<file path="src/rtl/energy_regulator_pkg.sv">
// Shared types and constants for the multi-channel energy regulator.
// Holds the FSM encoding, net-counter limits and the drain-delta encoding.
package energy_regulator_pkg;

   typedef enum logic {
      ST_IDLE = 1'b0,
      ST_RUN  = 1'b1
   } state_t;

   typedef enum logic [1:0] {
      DRN_NONE = 2'b00,
      DRN_POS  = 2'b01,
      DRN_NEG  = 2'b10
   } drain_t;

   localparam int CNT_W_DEF = 4;
   localparam int CNT_MAX   = (2 ** (CNT_W_DEF - 1)) - 1;
   localparam int CNT_MIN   = -(2 ** (CNT_W_DEF - 1));

   function automatic int cnt_max(input int w);
      return (2 ** (w - 1)) - 1;
   endfunction

   function automatic int cnt_min(input int w);
      return -(2 ** (w - 1));
   endfunction

   function automatic logic signed [1:0] in_delta(input logic inc, input logic dec);
      logic signed [1:0] d;
      case ({inc, dec})
         2'b10:   d = 2'sb01;
         2'b01:   d = 2'sb11;
         default: d = 2'sb00;
      endcase
      return d;
   endfunction

   function automatic logic signed [1:0] drain_val(input drain_t drn);
      logic signed [1:0] d;
      case (drn)
         DRN_POS: d = 2'sb01;
         DRN_NEG: d = 2'sb11;
         default: d = 2'sb00;
      endcase
      return d;
   endfunction

endpackage

</file>
<file path="src/rtl/energy_regulator_mc_rr_arbiter.sv">
// Combinational round-robin arbiter: one-hot grant to the first requester
// at or above the pointer, wrapping around.
module rr_arbiter #(
   parameter int NUM_CH = 4,
   parameter int PTR_W  = 2
) (
   input  logic [NUM_CH-1:0] i_req,
   input  logic [PTR_W-1:0]  i_ptr,
   output logic [NUM_CH-1:0] o_grant,
   output logic              o_valid
);

   logic [NUM_CH-1:0]   w_rot_req;
   logic [NUM_CH-1:0]   w_rot_gnt;
   logic [2*NUM_CH-1:0] w_dbl_gnt;

   // Rotate requests so the pointer sits at bit 0, isolate lowest set bit, rotate back.
   always_comb begin
      w_rot_req = NUM_CH'({i_req, i_req} >> i_ptr);
      w_rot_gnt = w_rot_req & (~w_rot_req + NUM_CH'(1));
      w_dbl_gnt = {{NUM_CH{1'b0}}, w_rot_gnt} << i_ptr;
      o_grant   = w_dbl_gnt[NUM_CH-1:0] | w_dbl_gnt[2*NUM_CH-1:NUM_CH];
      o_valid   = |i_req;
   end

endmodule

</file>
<file path="src/rtl/energy_regulator_mc.sv">
// Multi-channel energy regulator: saturating signed net counter per channel,
// drained as rate-limited round-robin energy_inc / energy_dec pulses.
module energy_regulator_mc
   import energy_regulator_pkg::*;
#(
   parameter int NUM_CH = 4,
   parameter int CNT_W  = CNT_W_DEF,
   parameter int DIV_W  = 4
) (
   input  logic              clk,
   input  logic              rst,
   input  logic [NUM_CH-1:0] ch_inc,
   input  logic [NUM_CH-1:0] ch_dec,
   input  logic [DIV_W-1:0]  rate_div,
   input  logic              ovf_clr,
   output logic              energy_inc,
   output logic              energy_dec,
   output logic              pending_any,
   output logic [NUM_CH-1:0] overflow
);

   localparam int EXT_W = CNT_W + 2;
   localparam int PTR_W = $clog2(NUM_CH);
   localparam logic signed [EXT_W-1:0] W_MAX = EXT_W'(cnt_max(CNT_W));
   localparam logic signed [EXT_W-1:0] W_MIN = EXT_W'(cnt_min(CNT_W));

   state_t                   r_state;
   logic signed [CNT_W-1:0]  r_net [NUM_CH];
   logic [DIV_W-1:0]         r_space;
   logic [PTR_W-1:0]         r_ptr;
   logic                     r_inc;
   logic                     r_dec;
   logic                     r_pend;
   logic [NUM_CH-1:0]        r_ovf;

   logic [NUM_CH-1:0]        w_req;
   logic [NUM_CH-1:0]        w_grant;
   logic                     w_valid;
   logic                     w_opp;
   logic                     w_fire;
   logic [PTR_W-1:0]         w_sel;
   logic [PTR_W-1:0]         w_ptr_nxt;
   logic                     w_sel_neg;
   drain_t                   w_drn [NUM_CH];
   logic signed [EXT_W-1:0]  w_sum [NUM_CH];
   logic signed [CNT_W-1:0]  w_net_next [NUM_CH];
   logic [NUM_CH-1:0]        w_sat;
   logic [NUM_CH-1:0]        w_nz_next;

   rr_arbiter #(
      .NUM_CH (NUM_CH),
      .PTR_W  (PTR_W)
   ) u_arb (
      .i_req   (w_req),
      .i_ptr   (r_ptr),
      .o_grant (w_grant),
      .o_valid (w_valid)
   );

   // Request vector, drain opportunity and selected channel attributes.
   always_comb begin
      w_opp     = (r_state == ST_RUN) && (r_space == {DIV_W{1'b0}});
      w_fire    = w_opp && w_valid;
      w_sel     = {PTR_W{1'b0}};
      w_sel_neg = 1'b0;
      for (int i = 0; i < NUM_CH; i++) begin
         w_req[i] = (r_net[i] != {CNT_W{1'b0}});
         if (w_grant[i]) begin
            w_sel     = PTR_W'(i);
            w_sel_neg = r_net[i][CNT_W-1];
         end else begin
            w_sel     = w_sel;
            w_sel_neg = w_sel_neg;
         end
      end
      w_ptr_nxt = (w_sel == PTR_W'(NUM_CH - 1)) ? {PTR_W{1'b0}} : w_sel + PTR_W'(1);
   end

   // Next net value per channel: input delta minus drain, clamped to the signed range.
   always_comb begin
      for (int i = 0; i < NUM_CH; i++) begin
         if (w_fire && w_grant[i]) begin
            w_drn[i] = r_net[i][CNT_W-1] ? DRN_NEG : DRN_POS;
         end else begin
            w_drn[i] = DRN_NONE;
         end
         w_sum[i] = EXT_W'(r_net[i]) + EXT_W'(in_delta(ch_inc[i], ch_dec[i]))
                    - EXT_W'(drain_val(w_drn[i]));
         if (w_sum[i] > W_MAX) begin
            w_net_next[i] = CNT_W'(W_MAX);
            w_sat[i]      = 1'b1;
         end else if (w_sum[i] < W_MIN) begin
            w_net_next[i] = CNT_W'(W_MIN);
            w_sat[i]      = 1'b1;
         end else begin
            w_net_next[i] = CNT_W'(w_sum[i]);
            w_sat[i]      = 1'b0;
         end
         w_nz_next[i] = (w_net_next[i] != {CNT_W{1'b0}});
      end
   end

   // Counters, sticky flags, pacing FSM and registered pulse outputs.
   always_ff @(posedge clk) begin
      if (rst) begin
         for (int i = 0; i < NUM_CH; i++) begin
            r_net[i] <= {CNT_W{1'b0}};
         end
         r_state <= ST_IDLE;
         r_space <= {DIV_W{1'b0}};
         r_ptr   <= {PTR_W{1'b0}};
         r_inc   <= 1'b0;
         r_dec   <= 1'b0;
         r_pend  <= 1'b0;
         r_ovf   <= {NUM_CH{1'b0}};
      end else begin
         for (int i = 0; i < NUM_CH; i++) begin
            r_net[i] <= w_net_next[i];
         end
         // Set beats clear when both happen in the same cycle.
         r_ovf  <= (r_ovf & ~{NUM_CH{ovf_clr}}) | w_sat;
         r_pend <= |w_nz_next;
         r_inc  <= 1'b0;
         r_dec  <= 1'b0;
         case (r_state)
            ST_IDLE: begin
               r_space <= {DIV_W{1'b0}};
               r_state <= r_pend ? ST_RUN : ST_IDLE;
            end
            ST_RUN: begin
               if (w_opp) begin
                  if (w_valid) begin
                     r_inc   <= ~w_sel_neg;
                     r_dec   <= w_sel_neg;
                     r_space <= rate_div;
                     r_ptr   <= w_ptr_nxt;
                  end else begin
                     r_state <= ST_IDLE;
                  end
               end else begin
                  r_space <= r_space - DIV_W'(1);
               end
            end
            default: begin
               r_state <= ST_IDLE;
               r_space <= {DIV_W{1'b0}};
            end
         endcase
      end
   end

   assign energy_inc  = r_inc;
   assign energy_dec  = r_dec;
   assign pending_any = r_pend;
   assign overflow    = r_ovf;

endmodule

</file>
<file path="config.mk">
export PLATFORM = sky130hd
export DESIGN_NAME = energy_regulator_mc
export DESIGN_NICKNAME = d
export VERILOG_FILES = /design/src/rtl/energy_regulator_pkg.sv /design/src/rtl/energy_regulator_mc_rr_arbiter.sv /design/src/rtl/energy_regulator_mc.sv
export SDC_FILE = /design/constraint.sdc
export NUM_CORES = 1
export LEC_CHECK = 0
export CORE_MARGIN = 10
export CORE_UTILIZATION = 55
export CTS_BUF_LIST = sky130_fd_sc_hd__clkbuf_16
export CTS_CLUSTER_SIZE = 12
export DETAILED_ROUTE_END_ITERATION = 8
export GPL_TIMING_DRIVEN = 0
export PLACE_DENSITY = 0.76
export SLEW_MARGIN = 20
export SYNTH_ARGS = -nofsm -noshare
export SYNTH_HDL_FRONTEND = slang
export SYNTH_SLANG_ARGS = --single-unit
</file>
<file path="constraint.sdc">
create_clock -name clk -period 11.69 [get_ports clk]
set_input_delay 3.507 -clock clk [delete_from_list [all_inputs] [get_ports clk]]
set_output_delay 3.507 -clock clk [all_outputs]
set_load 0.005 [all_outputs]
</file>
# [Word level (Yosys, flattened, before mapping)]
# Memory sizes are Yosys's and may differ from the RTL's.
# Cells that the tools add are included.
[op_classes] muxes=54 reduce_logical=19 n_shift=2 n_lt_le_gt_ge=8 bitwise=14 n_eq_ne=18 addsub=11
[ops] operator="$mux W4" count=14
[ops] operator="$pmux W2 S2" count=8
[ops] operator="$reduce_bool A4 Y1" count=8
[ops] operator="$gt A6 B4 Y1 const B" count=4
[ops] operator="$lt A6 B4 Y1 const B" count=4
[ops] operator="$sub A5 B2 Y6" count=4
[ops] operator="$mux W2" count=11
[ops] operator="$add A4 B2 Y5" count=4
[ops] operator="$mux W1" count=19
[ops] operator="$eq A2 B2 Y1 const B" count=9
[ops] operator="$eq A2 B1 Y1 const B" count=8
[ops] operator="$reduce_or A4 Y1" count=3
[ops] operator="$and A4 B4 Y4" count=2
[ops] operator="$not A4 Y4" count=2
[ops] operator="$or A4 B4 Y4" count=2
[ops] operator="$pmux W4 S2" count=1
[ops] operator="$shl A4 B2 Y8" count=1
[ops] operator="$shr A8 B2 Y4" count=1
[ops] operator="$logic_and A1 B1 Y1" count=6
[ops] operator="$add A4 B1 Y4 const B" count=1
[ops] operator="$logic_not A4 Y1" count=1
[ops] operator="$not A1 Y1" count=4
[ops] operator="$or A1 B1 Y1" count=4
[ops] operator="$sub A4 B1 Y4 const B" count=1
[ops] operator="4 further kinds" count=4
[word_totals] ramBits=16 n_memories=1 register_bits=14 input_bits=15 out_inout_bits=7
[memory_table] name="r_net" depth=4 word_bits=4 read_ports=4 rd_clocked_by_memory_dff=0 write_ports=4 line_no="energy_regulator_mc.sv:28" source="logic signed [CNT_W-1:0] r_net [NUM_CH];"

# [Longest topological paths before layout]
# Gate-level depths: netlist (run 1).
# An unclocked memory read counts as a cell.
[depth] ltp_word=18 depth_mapped=16 mapped_depth_nobuf=16

# [Cells and area by module]
# Synthesis (run 1) repeated with hierarchy kept, for this count alone.
[hier_totals] hier_cells=415 hier_area_um2=3215.6
[by_module_without_submodules] module="energy_regulator_mc" cells_per_inst=396 area_per_inst_um2=3101.7 n_inst=1 seq_area_each_um2=600.6
[by_module_without_submodules] module="rr_arbiter" cells_per_inst=19 area_per_inst_um2=113.9 n_inst=1 seq_area_each_um2=0.0

# [Least setup slack after synthesis (run 1)]
# OpenSTA, ideal clock, no wires.
[synth_path] kind="in2reg" startpoint="input ch_inc[3]" endpoint="register r_pend, in the netlist pending_any" path_buffers=0 t_required_ns=11.550 setup_slack_ns=5.675 stages=12 arrival_time_ns=5.875 cell_sequence="inv_1 ha_1 inv_1 fa_1 inv_1 ha_1 a21oi_1 nand2_1 maj3_1 o221ai_1 a21boi_0 a41oi_1"
[synth_via] elab_chain_len=9 word_cells_on_any_way=11 classes_between="add/sub: 2; order compare: 2; eq/ne: 2; mux: 3; reduce/logical: 2"
[synth_lines] item="from (decl)" line_no="energy_regulator_mc.sv:12" source="input logic [NUM_CH-1:0] ch_inc,"
[synth_lines] item="$eq A2 B1 Y1 or $eq A2 B2 Y1 (tied branches)" line_no="energy_regulator_pkg.sv:30" source="case ({inc, dec})"
[synth_lines] item="$pmux W2 S2 *" line_no="energy_regulator_pkg.sv:30"
[synth_lines] item="$add A4 B2 Y5 *" line_no="energy_regulator_mc.sv:87" source="w_sum[i] = EXT_W'(r_net[i]) + EXT_W'(in_delta(ch_inc[i], ch_dec[i]))"
[synth_lines] item="$sub A5 B2 Y6 *" line_no="energy_regulator_mc.sv:88" source="- EXT_W'(drain_val(w_drn[i]));"
[synth_lines] item="$lt A6 B4 Y1" line_no="energy_regulator_mc.sv:92" source="end else if (w_sum[i] < W_MIN) begin"
[synth_lines] item="$mux W4" line_no="energy_regulator_mc.sv:92"
[synth_lines] item="$mux W4 *" line_no="energy_regulator_mc.sv:89" source="if (w_sum[i] > W_MAX) begin"
[synth_lines] item="$reduce_bool A4 Y1 *" line_no="energy_regulator_mc.sv:99" source="w_nz_next[i] = (w_net_next[i] != {CNT_W{1'b0}});"
[synth_lines] item="$reduce_or A4 Y1 *" line_no="energy_regulator_mc.sv:122" source="r_pend <= |w_nz_next;"
[synth_lines] item="to (signal assigned)" line_no="energy_regulator_mc.sv:122"
[synth_lines] item="to (decl)" line_no="energy_regulator_mc.sv:33" source="logic r_pend;"
# Mark *: on every way between the ends. The rest lies on a longest branch, timed or not.
# A chain may end at the register's enable or synchronous reset.

# [Worst setup path after layout (run 1)]
[layout_path] startpoint="input ch_dec[3]" endpoint="register r_pend, in the netlist pending_any"
[layout_via] elab_chain_len=9 word_cells_on_any_way=11 classes_between="add/sub: 2; order compare: 2; eq/ne: 2; mux: 3; reduce/logical: 2"
[layout_lines] item="from (decl)" line_no="energy_regulator_mc.sv:13" source="input logic [NUM_CH-1:0] ch_dec,"
[layout_lines] item="$eq A2 B1 Y1 or $eq A2 B2 Y1 (tied branches)" line_no="energy_regulator_pkg.sv:30"
[layout_lines] item="$pmux W2 S2 *" line_no="energy_regulator_pkg.sv:30"
[layout_lines] item="$add A4 B2 Y5 *" line_no="energy_regulator_mc.sv:87"
[layout_lines] item="$sub A5 B2 Y6 *" line_no="energy_regulator_mc.sv:88"
[layout_lines] item="$lt A6 B4 Y1" line_no="energy_regulator_mc.sv:92"
[layout_lines] item="$mux W4" line_no="energy_regulator_mc.sv:92"
[layout_lines] item="$mux W4 *" line_no="energy_regulator_mc.sv:89"
[layout_lines] item="$reduce_bool A4 Y1 *" line_no="energy_regulator_mc.sv:99"
[layout_lines] item="$reduce_or A4 Y1 *" line_no="energy_regulator_mc.sv:122"
# Marks and branches as above.

==> results.cfg, run 1 <==
[setup_path]
cp.required_ps = 11810
worst_setup_path_end_kind = register
path_class = in2reg
crit_fanout = 4
worstPathArrival_ps = 6670
worstSetupStartpointType = primary input
r2r_cells = 15

[placed_design]
preCtsSetupSlack_ps = 4891
place.gp.congestion = 0.8764
dp.cells = 442
numPortBuffers = 20
dp_hpwl_um = 4818
placed_cell_area_sq_um = 3127

[cts]
clk_latency_ps = 280
clk_pin_slew_ps = 50
cts_inserted_buffers = 5
cts_sinks = 30
postCtsSetupRepairBufs = 0
cts_resized = 0
hold_buffers = 0
clock_tree.root_cell = clkbuf_16
htreeDepth = 2
cts_tree = yes
clockBufferDepth = 2

[logic_synthesis]
syn_nets = 412
synth_edf_count = 0
ys_warn_count = 0
postSynthCellCount = 352
synthArstFlopShare_pct = 0
avgSynthCellArea_sq_um = 8.065
synth_area_sq_um = 2839
synthDistinctLibCells = 56
ys.flop_type = dfxtp_1
ys_ff_latch = 30
seq_area_frac_synth_pct = 21.15

[final_layout]
final_area_sq_um = 3316
area_growth_syn_to_layout_pct = 16.79
register_area_sq_um = 600.6
final_cell_mix = inv_1 (75), dfxtp_1 (30), ha_1 (29), nor2_1 (27), a21oi_1 (23)
antennaDiodeCount = 0
drive_gt1_share_pct = 6.053
multiInputGateArea_sq_um = 1946
fin_nets = 439
final_common_cell = inv_1
instances_no_fill = 450
fill_cells = 436

[sta]
setup_viol = 0
holdWs_ps = 472.7
slew_headroom_pct = 60.20
hold_viol_final = 0
fin_tns_setup_ps = 0
worst_slack_ps = 5141
period_share_pct = 56.02
worst_pin_slew_ps = 592.0
skew_ps = 7.321
grt_setup_unrepaired = false
fmaxAchievable_ghz = 0.1527
final.min_clock_period_ps = 6549
maxSlewViolCount = 0

[drt]
dr.first_iter.drc_count = 130
first_pass_iters = 4
routed_wl_um = 5931
detail_route.wl_per_cell_um = 13.18
final_antenna_net_count = 0
routed-via-count = 2417
via_per_inst = 5.371
drc = 0

[power_and_ir_drop]
ir_drop_mv = 0.2065
leakagePower_nw = 1.500
powerDensity_nw_per_um2 = 329.6

[die]
core_sq_um = 5042
rows = 26
die_h_um = 91.85
fp.dieW_um = 91.85
dieArea_sq_um = 8436
initial_core_util_pct = 56.30
pin_count = 22

[hold_path]
hp-class = reg2reg
holdPathStages = 2

[global_route]
grt_overflow = 0
antenna_found_initial = 0
gr-usage-all-layers_pct = 14.75
grt_max_degree = 11
grt_pass1_vias = 2390
grt_pass1_wl_um = 10540

[run_status]
outcome = completed

[job]
cap_violations = 0
[area by class of cell]
cell class / instances / share of cell area, %
multi-input cells: 244 / 58.68
clock inverters: 3 / 1.925
well taps: 70 / 2.642
plain buffers: 3 / 0.3396
flip-flops and latches: 30 / 18.11
clock buffers: 5 / 3.774
inverters: 75 / 8.491
repair buffers: 20 / 6.038
[power by group]
group,switching [mW],internal [mW],total [mW]
combinational,0.418,0.327,0.745
clock,0.0449,0.121,0.166
sequential,0.0392,0.142,0.182
[through the flow]
| step | power [mW] | util, % |
|---|---|---|
| after floorplan | 0.7600 | - |
| after global placement | 0.8948 | 62.01 |
| after detailed placement | 0.9168 | 62.01 |
| after CTS | 1.093 | 65.76 |
| after global routing | 1.210 | 65.76 |
| final | 1.093 | 65.76 |
[critical path: stages]
cell and delay [ps]:
clkdlybuf4s50_1 460, ha_1 180, inv_1 80, fa_1 480, inv_1 40, ha_1 340, a21oi_1 230, nand2_1 130
maj3_1 370, o221ai_1 310, a21boi_0 350, a41oi_1 190
[kinds of logic (layout without fill, tap and decap cells)]
logic type | count (synthesis) | after routing | synth area share (%)
AO/OA/AOI/OAI | 84 | 84 | 19.66
XOR/XNOR | 9 | 9 | 2.777
adder cells (fa/ha/maj) | 46 | 46 | 24.42
buffers and inverters | 78 | 106 | 10.31
flip-flops | 30 | 30 | 21.15
multiplexers | 1 | 1 | 0.3526
AND/OR/NAND/NOR | 104 | 104 | 21.33
[registers in the layout, indices dropped and copies added, names as in the netlist]
name,cells
energy_dec,1
energy_inc,1
overflow,4
pending_any,1
r_net,16
r_ptr,2
r_space,4
r_state,1
[final timing paths]
kind | to | slack, ps | start
max | pending_any$_SDFF_PP0_ | 5140 | ch_dec[3]
min | r_state$_SDFF_PP0_ | 470 | pending_any$_SDFF_PP0_
max reg2reg | pending_any$_SDFF_PP0_ | 7200 | r_net[2][1]$_SDFF_PP0_
min reg2reg | r_state$_SDFF_PP0_ | 470 | pending_any$_SDFF_PP0_
[per-layer routing]
metal	track usage [%]	up-vias	routed length [um]
li1	-	1243	-
met1	17.36	1136	2722
met2	26.24	34	2979
met3	3.504	4	195
met4	3.599	0	34
met5	0	-	0
[synth_stat cells, types with 2 or more instances]
cell,instances,share of area (%)
and3_1,3,0.66
nor4_4,3,2.2
xnor2_1,6,1.9
nand2b_1,6,1.3
nor3b_1,4,1.1
a21boi_0,3,0.79
or2_2,3,0.66
clkbuf_1,3,0.40
and2_1,5,1.1
nor4b_1,2,0.62
o211ai_1,2,0.53
nor2b_1,8,1.8
nor3_1,9,1.6
nor2_1,27,3.6
a21oi_1,23,4.1
xor2_1,3,0.93
nand2_1,19,2.5
a21o_1,4,1.1
inv_1,75,9.9
o21ai_0,15,2.6
fa_1,16,11
a211o_1,2,0.62
a31oi_1,8,1.8
o21bai_1,3,0.79
a22oi_1,3,0.79
a211oi_1,3,0.79
and2b_2,2,0.62
o31a_1,2,0.62
dfxtp_1,30,21
ha_1,29,13
nand3_1,4,0.71
o22ai_1,3,0.66
(Power assumes the default switching activity.)
==> inputs of run 2 (changes only) <==
--- a/config.mk
+++ b/config.mk
@@ -6,12 +6,12 @@
 export NUM_CORES = 1
 export LEC_CHECK = 0
 export CORE_MARGIN = 10
-export CORE_UTILIZATION = 55
+export CORE_UTILIZATION = 54
 export CTS_BUF_LIST = sky130_fd_sc_hd__clkbuf_16
 export CTS_CLUSTER_SIZE = 12
 export DETAILED_ROUTE_END_ITERATION = 8
 export GPL_TIMING_DRIVEN = 0
-export PLACE_DENSITY = 0.76
+export PLACE_DENSITY = 0.78
 export SLEW_MARGIN = 20
 export SYNTH_ARGS = -nofsm -noshare
 export SYNTH_HDL_FRONTEND = slang
==> constraint.sdc (replaced) <==
create_clock -name clk -period 5.36 [get_ports clk]
set_input_delay 1.608 -clock clk [delete_from_list [all_inputs] [get_ports clk]]
set_output_delay 1.608 -clock clk [all_outputs]
set_load 0.005 [all_outputs]
==> run 2 against run 1 <==
Against the previous run: utilization fell by 1.8 points; sequential power up 120%; power increased by 110%; via count up 1.7%; global-route usage up 0.18 points; final cell count did not move; setup slack worse by 4500 ps; worst hold slack gained 5.7 ps; highest routed layer unchanged; critical path depth is the same; non-clock buffer count did not move.
==> results.cfg, run 2 (synthesis gave the netlist of run 1 again) <==
[die]
rows = 26
fp.dieW_um = 92.51
die_h_um = 92.51
initial_core_util_pct = 55.59
pin_count = 22
dieArea_sq_um = 8557
core_sq_um = 5107

[setup_path]
cp.required_ps = 5470
path_class = in2reg
worstSetupStartpointType = primary input
critPathTopFamily = adder cells
max_stage_delay_ps = 480
worst_setup_path_end_kind = register
slowest_stage = fa_1
cp_cell_sequence = clkdlybuf4s50_1 -> ha_1 -> inv_1 -> fa_1 -> inv_1 -> ha_1 -> a21oi_1 -> nand2_1 -> maj3_1 -> o221ai_1 -> a21boi_0 -> a41oi_1
crit_buf_inv = 3
crit_fanout = 4
worstPathArrival_ps = 4800

[cts]
cts_sinks = 30
cts_inserted_buffers = 5
clock_tree.root_cell = clkbuf_16
clk_pin_slew_ps = 50
cts_resized = 0
htreeDepth = 2
postCtsSetupRepairBufs = 0
cts_tree = yes
clk_latency_ps = 270
hold_buffers = 0
clockBufferDepth = 2

[final_layout]
drive_gt1_share_pct = 6.053
register_area_sq_um = 600.6
antennaDiodeCount = 0
fill_cells = 455
area_growth_syn_to_layout_pct = 15.12
fin_nets = 439
largest-register = r_net
multiInputGateArea_sq_um = 1946
instances_no_fill = 450
largest_reg_flops = 16
final_common_cell = inv_1
final_cell_mix = inv_1 (75), dfxtp_1 (30), ha_1 (29), nor2_1 (27), a21oi_1 (23)

[placed_design]
numPortBuffers = 20
preCtsSetupSlack_ps = 429.1
place.gp.congestion = 0.8709
dp.cells = 442
dp_hpwl_um = 4761

[drt]
drc = 0
routed-via-count = 2458
via_per_inst = 5.462
routed_wl_um = 5890
dr.first_iter.drc_count = 100
detail_route.wl_per_cell_um = 13.09
final_antenna_net_count = 0
first_pass_iters = 4

[sta]
grt_setup_unrepaired = false
skew_ps = 5.041
fmaxAchievable_ghz = 0.2132
maxSlewViolCount = 0
slew_headroom_pct = 62.78
setup_viol = 0
final.min_clock_period_ps = 4690
hold_viol_final = 0
fin_tns_setup_ps = 0
worst_slack_ps = 669.7
period_share_pct = 87.51
worst_pin_slew_ps = 553.7

[power_and_ir_drop]
leakagePower_nw = 1.475
ir_drop_mv = 0.4252
powerDensity_nw_per_um2 = 698.8
p_switching_mw = 1.091
power.internal_mw = 1.192
switching_share_pct = 47.78
seq_power_share_pct = 17.3
comb_power_share_pct = 71.0
clockPowerShare_pct = 11.6

[global_route]
grt_pass1_wl_um = 10870
gr-usage-all-layers_pct = 14.93
grt_pass1_vias = 2502
grt_max_degree = 11
antenna_found_initial = 0
grt_overflow = 0

[hold_path]
hp-class = reg2reg

[run_status]
outcome = completed

[job]
cap_violations = 0
run 2: path summary, 6_finish.rpt:
kind,endpoint,slack (ps),depth (start not counted),start
worst max-delay path,pending_any$_SDFF_PP0_,670,12,ch_dec[3]
worst min register to register,r_state$_SDFF_PP0_,480,2,pending_any$_SDFF_PP0_
worst max register to register,pending_any$_SDFF_PP0_,900,15,r_net[2][1]$_SDFF_PP0_
worst min-delay path,r_state$_SDFF_PP0_,480,2,pending_any$_SDFF_PP0_
run 2: area by class of cell:
| class | instances | share of cell area [%] |
|---|---|---|
| buffer | 3 | 0.3446 |
| clock buffer | 5 | 3.828 |
| clock inverter | 3 | 0.4977 |
| inverter | 75 | 8.614 |
| multi-input combinational | 244 | 59.53 |
| sequential | 30 | 18.38 |
| tap | 70 | 2.680 |
| timing repair buffer | 20 | 6.126 |
run 2: metrics by stage:
stage / power (mW) / hold slack [ps] / util (%) / cell area, sq um
global placement: 1.943 / 464.3 / 61.22 / 3127
finish: 2.284 / 478.3 / 63.99 / 3268
floorplan: 1.657 / 468.6 / - / 2839
CTS: 2.280 / 483.7 / 63.99 / 3268
global route: 2.556 / 516.5 / 63.99 / 3268
detailed placement: 1.987 / 480.5 / 61.22 / 3127
run 2: layer usage:
| layer | GRT usage [%] | wire (um) |
|---|---|---|
| met4 | 3.856 | 56 |
| met3 | 3.390 | 261 |
| met1 | 18.21 | 2748 |
| met2 | 25.82 | 2824 |
| met5 | 0 | 0 |
run 2: worst register-to-register path: cells and delay by family (launching register included):
family / cells / cell delay (ps)
DFF: 1 / 330
and+or+nand+nor: 5 / 1170
AOI/OAI and AO/OA: 5 / 1450
adders and majority gates: 3 / 1220
buffers and inverters: 2 / 130
run 2: power groups by stage:
stage	Combinational [mW]	Clock, mW	Sequential [mW]
4_1_cts	1.61	0.270	0.397
3_3_place_gp	1.54	0	0.399
2_1_floorplan	1.27	0	0.384
5_1_grt	1.87	0.282	0.408
6_report	1.62	0.265	0.396
3_5_place_dp	1.59	0	0.400
